### src/rtl/mdu_div.sv
// mdu_div: iterative radix-2 restoring divider for RV32M DIV/DIVU/REM/REMU.
// One quotient bit per cycle, one operation in flight, result handed to the
// register-file write port through a DONE/ready handshake.
// Optional build macro: DIV_FAST_SPECIAL_EN -- when defined, divide-by-zero
// and signed overflow skip the iteration and go straight from IDLE to DONE.
module mdu_div #(
  parameter int XLEN = 32
) (
  input  logic            clk_i,
  input  logic            rst_i,
  input  logic            start_i,
  input  logic [1:0]      op_i,
  input  logic [XLEN-1:0] rs1_data_i,
  input  logic [XLEN-1:0] rs2_data_i,
  input  logic [4:0]      rd_i,
  input  logic            kill_i,
  input  logic            wb_ready_i,
  output logic            busy_o,
  output logic            wb_en_o,
  output logic [4:0]      wb_rd_o,
  output logic [XLEN-1:0] wb_data_o
);

  typedef enum logic [1:0] {
    S_IDLE = 2'd0,
    S_CALC = 2'd1,
    S_DONE = 2'd2
  } state_t;

  state_t          r_state;
  state_t          w_stateNext;

  logic            r_opRem;
  logic [4:0]      r_rd;
  logic [XLEN-1:0] r_dvd;
  logic [XLEN-1:0] r_dvs;
  logic [XLEN-1:0] r_rem;
  logic [4:0]      r_count;
  logic            r_negQ;
  logic            r_negR;
  logic [XLEN-1:0] r_wbData;

  logic            w_signedOp;
  logic            w_sign1;
  logic            w_sign2;
  logic [XLEN-1:0] w_abs1;
  logic [XLEN-1:0] w_abs2;
  logic            w_div0;
  logic            w_accept;
  logic            w_special;
  logic [XLEN-1:0] w_specialData;

  logic [XLEN:0]   w_remShift;
  logic [XLEN:0]   w_diff;
  logic            w_qbit;
  logic [XLEN-1:0] w_remNext;
  logic [XLEN-1:0] w_quoNext;
  logic [XLEN-1:0] w_quoFinal;
  logic [XLEN-1:0] w_remFinal;
  logic [XLEN-1:0] w_result;

  // Operand conditioning: signed ops iterate on magnitudes and fix signs at the end.
  assign w_signedOp = ~op_i[0];
  assign w_sign1    = w_signedOp & rs1_data_i[XLEN-1];
  assign w_sign2    = w_signedOp & rs2_data_i[XLEN-1];
  assign w_abs1     = w_sign1 ? (~rs1_data_i + 1'b1) : rs1_data_i;
  assign w_abs2     = w_sign2 ? (~rs2_data_i + 1'b1) : rs2_data_i;
  assign w_div0     = (rs2_data_i == '0);
  assign w_accept   = (r_state == S_IDLE) && start_i && !kill_i;

`ifdef DIV_FAST_SPECIAL_EN
  logic w_ovf;
  // Signed overflow only exists for DIV/REM: most negative value divided by -1.
  assign w_ovf = w_signedOp && (rs1_data_i == {1'b1, {(XLEN-1){1'b0}}}) &&
                 (rs2_data_i == '1);
  assign w_special = w_div0 | w_ovf;
  // Architectural results for the shortcut cases, taken from the raw operands.
  assign w_specialData = op_i[1] ? (w_div0 ? rs1_data_i : '0)
                                 : (w_div0 ? '1 : {1'b1, {(XLEN-1){1'b0}}});
`else
  assign w_special     = 1'b0;
  assign w_specialData = '0;
`endif

  // One restoring step: shift the next dividend bit into the partial
  // remainder, trial-subtract the divisor with a 33-bit borrow, keep or restore.
  assign w_remShift = {r_rem, r_dvd[XLEN-1]};
  assign w_diff     = w_remShift - {1'b0, r_dvs};
  assign w_qbit     = ~w_diff[XLEN];
  assign w_remNext  = w_qbit ? w_diff[XLEN-1:0] : w_remShift[XLEN-1:0];
  assign w_quoNext  = {r_dvd[XLEN-2:0], w_qbit};

  // Final sign fix and quotient/remainder selection for the last step.
  assign w_quoFinal = r_negQ ? (~w_quoNext + 1'b1) : w_quoNext;
  assign w_remFinal = r_negR ? (~w_remNext + 1'b1) : w_remNext;
  assign w_result   = r_opRem ? w_remFinal : w_quoFinal;

  // State register.
  always_ff @(posedge clk_i) begin
    if (rst_i) begin
      r_state <= S_IDLE;
    end else begin
      r_state <= w_stateNext;
    end
  end

  // Next-state logic; kill wins over start and over the write-back grant.
  always_comb begin
    w_stateNext = r_state;
    case (r_state)
      S_IDLE: begin
        if (start_i && !kill_i) begin
          w_stateNext = w_special ? S_DONE : S_CALC;
        end
      end
      S_CALC: begin
        if (kill_i) begin
          w_stateNext = S_IDLE;
        end else if (r_count == 5'd0) begin
          w_stateNext = S_DONE;
        end
      end
      S_DONE: begin
        if (kill_i || wb_ready_i) begin
          w_stateNext = S_IDLE;
        end
      end
      default: w_stateNext = S_IDLE;
    endcase
  end

  // Datapath: latch operands on accept, iterate in CALC, capture the result.
  always_ff @(posedge clk_i) begin
    if (rst_i) begin
      r_opRem  <= 1'b0;
      r_rd     <= '0;
      r_dvd    <= '0;
      r_dvs    <= '0;
      r_rem    <= '0;
      r_count  <= '0;
      r_negQ   <= 1'b0;
      r_negR   <= 1'b0;
      r_wbData <= '0;
    end else begin
      case (r_state)
        S_IDLE: begin
          if (w_accept) begin
            r_opRem <= op_i[1];
            r_rd    <= rd_i;
            r_dvd   <= w_abs1;
            r_dvs   <= w_abs2;
            r_rem   <= '0;
            r_count <= 5'd31;
            r_negQ  <= (w_sign1 ^ w_sign2) & ~w_div0;
            r_negR  <= w_sign1;
            if (w_special) begin
              r_wbData <= w_specialData;
            end
          end
        end
        S_CALC: begin
          if (!kill_i) begin
            r_rem   <= w_remNext;
            r_dvd   <= w_quoNext;
            r_count <= r_count - 5'd1;
            if (r_count == 5'd0) begin
              r_wbData <= w_result;
            end
          end
        end
        default: begin
        end
      endcase
    end
  end

  assign busy_o    = (r_state != S_IDLE);
  assign wb_en_o   = (r_state == S_DONE);
  assign wb_rd_o   = r_rd;
  assign wb_data_o = r_wbData;

endmodule

### config.mk
export PLATFORM = sky130hd
export DESIGN_NAME = mdu_div
export DESIGN_NICKNAME = d
export VERILOG_FILES = /design/src/rtl/mdu_div.sv
export SDC_FILE = /design/constraint.sdc
export NUM_CORES = 1
export LEC_CHECK = 0
export CAP_MARGIN = 20
export CORE_UTILIZATION = 35
export CTS_BUF_LIST = sky130_fd_sc_hd__clkbuf_2 sky130_fd_sc_hd__clkbuf_4 sky130_fd_sc_hd__clkbuf_8
export DETAILED_ROUTE_END_ITERATION = 8
export SKIP_LAST_GASP = 1
export SLEW_MARGIN = 20
export SYNTH_ARGS = -nofsm -noshare
export SYNTH_HDL_FRONTEND = slang
export SYNTH_SLANG_ARGS = --single-unit
### constraint.sdc
create_clock -name clk_i -period 6.4 [get_ports clk_i]
set_input_delay 1.28 -clock clk_i [delete_from_list [all_inputs] [get_ports clk_i]]
set_output_delay 1.28 -clock clk_i [all_outputs]
set_load 0.02 [all_outputs]
==> flow_metrics.tcl <==
set metrics [dict create \
    ctsHtreeMaxLevel 4 \
    num_antenna_cells 0 \
    syn_nets 1674 \
    gp_congestion 0.9043 \
    synth_area_per_cell_um2 7.262 \
    wl_per_cell_um 17.44 \
    post_cts_buffers 0 \
    syn_area_mm2 0.01132 \
    setup_viol_count_final 0 \
    post-dp-hpwl_um 26670 \
    synth_edf_count 0 \
    status "complete, no violations" \
    drt_iter0_markers 988 \
    rsz0062_at_grt "no" \
    synth-seq-cells 143 \
    hold_depth 2 \
    fin_hold_ws_ns 0.4583 \
    regToRegSetupSlack_ns 1.33 \
    slew_headroom_pct 34.86 \
    antenna_found_initial 0 \
    numClockSinks 143 \
    synth_top_cell_by_area "dfxtp_1" \
    grt_util_all_layers_pct 21.38 \
    synth_ff_type "dfxtp_1" \
    syn_inst 1559 \
    ant_nets 0 \
    io_pins 115 \
    clk_root_buffer_cell "clkbuf_8" \
    synth_area_leaders "dfxtp_1 25%, nor2_1 7.5%, a21oi_1 6.2%, xnor2_1 5.0%, a211oi_1 4.4%" \
    clock_latency_ns 0.47 \
    port_buffers 114 \
    worstSetupStartpointType "flip-flop" \
    vias 11476 \
    synth_top_family_by_area "compound AO/OA/AOI/OAI gates" \
    hold_buffers 0 \
    ys_seq_area_share_pct 25.29 \
    slew_viol_final 0 \
    ys_async_sr_fraction_pct 0 \
    clockBufferDepth 2 \
    cts_made_buffers 17 \
    final_nets 1723 \
    drc 0 \
    row_count 65 \
    grt_remaining_overflow 0 \
    min_period_ns 5.074 \
    worst_pin_slew_ns 0.9748 \
    grt_max_degree 73 \
    synth_xor_area_share_pct 9.273 \
    drive_above_1_share_pct 6.539 \
    yosys.cell_types.count 90 \
    cts_tree "yes" \
    fin_crit_sh_pct 79.29 \
    final_cell_area_mm2 0.01309 \
    holdPathEnd "r_dvs[31]" \
    die_w_um 181.9 \
    irDropWorstVdd_mv 0.1244 \
    min-delay-start "r_dvs[31]" \
    dieArea_mm2 0.03307 \
    min_path_type "flip-flop to flip-flop" \
    r2r-start "r_dvd[31]" \
    finalSetupTns_ns 0 \
    wl_um 35280 \
    die-height_um 181.9 \
    clkTransAtPathRegs_ns 0.09 \
    placed_area_mm2 0.01270 \
    detail_route.vias_per_cell 5.673 \
    grt_pass1_wl_um 57030 \
    area_growth_pct 15.63 \
    synthMuxAreaShare_pct 3.017 \
    synthSimpleGateAreaFrac_pct 24.01 \
    setup.worst_path.class "flip-flop to flip-flop" \
    synth_top_area_share_pct 25.29 \
    final_common_cell "nor2_1" \
    max_freq_mhz 197.1 \
    synth_fa_ha_area_share_pct 4.377 \
    ys_warn_count 0 \
    core_mm2 0.03172 \
    arrival_ns 5.39 \
    grt_pass1_vias 10718 \
    finClkSkew_ns 0.01427 \
    synth_compound_area_share_pct 28.19 \
    max_cap_viol_count 0 \
    hold_viol_final 0 \
    dr.pass1.iters 6 \
    leakage_nw 4.861 \
    worst-path-max-fanout 14 \
    start_util_pct 35.69 \
    cts-resized-gates 0 \
    p_per_area_mw_per_mm2 185.5 \
    layout_common_cells "225 x nor2_1, 142 x dfxtp_1, 141 x a21oi_1" \
    fillCellCount 3324 \
    endpoint_kind "flip-flop" \
    rr_endpoint "wb_data_o[26]" \
    cp.required_ns 6.72 \
    rr_worst_depth 21 \
]
## synthesized netlist by cell type (5+ instances only)
| cell type | instances |
|---|---|
| nor2b_1 | 9 |
| a31oi_1 | 11 |
| and2_1 | 8 |
| inv_1 | 67 |
| nand2_1 | 132 |
| or4_1 | 10 |
| nand3_1 | 19 |
| o21a_1 | 12 |
| a21o_1 | 11 |
| nor2_1 | 226 |
| mux2_2 | 9 |
| nor4_1 | 18 |
| o31a_1 | 7 |
| o211ai_1 | 13 |
| nand4_1 | 10 |
| o221ai_1 | 5 |
| o41ai_1 | 7 |
| clkbuf_1 | 76 |
| a22oi_1 | 19 |
| o22ai_1 | 6 |
| a211o_1 | 5 |
| nor3b_1 | 5 |
| a21oi_1 | 141 |
| or3_1 | 27 |
| xnor2_1 | 64 |
| or2_2 | 12 |
| xor2_1 | 54 |
| ha_1 | 38 |
| nand2b_1 | 16 |
| o31ai_1 | 30 |
| a311oi_1 | 9 |
| mux2i_1 | 24 |
| a31o_2 | 5 |
| buf_2 | 16 |
| and3_1 | 6 |
| dfxtp_1 | 143 |
| o21ai_1 | 9 |
| nor3_1 | 51 |
| a211oi_1 | 66 |
| o21ai_0 | 82 |
| a21oi_2 | 6 |
## cell type report
type | instances | area, um^2 | area share, %
tap | 402 | 503.0 | 3.842
clock inverter | 14 | 148.9 | 1.137
inverter | 69 | 259.0 | 1.979
timing repair buffer | 127 | 1249 | 9.539
clock buffer | 18 | 241.5 | 1.845
sequential | 143 | 2864 | 21.88
multi-input combinational | 1250 | 7825 | 59.78
## registers in the layout (all words and copies together) (netlist names)
name / count
r_dvd: 32
r_dvs: 32
r_rem: 32
wb_data_o: 32
r_count: 5
wb_rd_o: 5
r_state: 2
r_negQ: 1
r_negR: 1
r_opRem: 1
## per-stage QoR
step,instances,worst slack [ns],util (%),total power [W]
finish,2023,1.326,41.27,0.002428
global route,2023,0.9640,41.27,0.002561
CTS,2023,1.377,41.26,0.002437
detailed placement,1991,1.404,40.03,0.001697
global placement,1991,1.493,40.03,0.001691
floorplan,1559,1.607,-,0.001476
## kinds of logic (layout without fill, tap and decap cells)
family                     after synthesis  count (layout)
DFF                                    143             143
buffers and inverters                  166             228
AOI/OAI and AO/OA                      484             484
adders and majority gates               39              39
muxes                                   33              33
and+or+nand+nor                        575             575
xor gates and xnor gates               119             119
## where the power goes
group          internal, W  switching [W]  leakage, nW
sequential        0.000929      0.0000408         1.16
clock             0.000325       0.000417        0.194
combinational     0.000283       0.000433         3.50
## critical path, stage by stage, from the launching register on
cell and delay, ns:
dfxtp_1 0.37, inv_1 0.05, ha_1 0.22, fa_1 0.40, nand2b_1 0.21, a21oi_2 0.28
o21a_1 0.27, a21oi_2 0.10, o31a_1 0.33, xnor2_4 0.16, inv_2 0.22, nor2_1 0.07
a21oi_1 0.22, ha_1 0.28, nand3b_1 0.11, nor4_1 0.28, nand2_1 0.09, mux2_2 0.35
or3_4 0.39, o31ai_2 0.27, xnor2_1 0.16, a21oi_1 0.09
## metal layers
layer	wire length [um]	vias to the layer above	global-route usage [%]	part of all wire (%)
met1	16560	5411	28.99	47
met3	1363	42	2.507	3.9
li1	-	5727	-	-
met4	775	0	6.824	2.2
met2	16580	296	35.22	47
met5	0	-	0	0
## worst max-delay path by stage
stage                   start            end  slack (ns)
floorplan           r_dvd[31]  wb_data_o[30]        1.61
global placement    r_dvd[31]  wb_data_o[30]        1.49
detailed placement  r_dvd[31]  wb_data_o[30]        1.40
CTS                 r_dvd[31]  wb_data_o[26]        1.38
global route        r_dvd[31]  wb_data_o[30]        0.96
finish              r_dvd[31]  wb_data_o[26]        1.33
No activity file was read; power rests on OpenSTA's default activity.
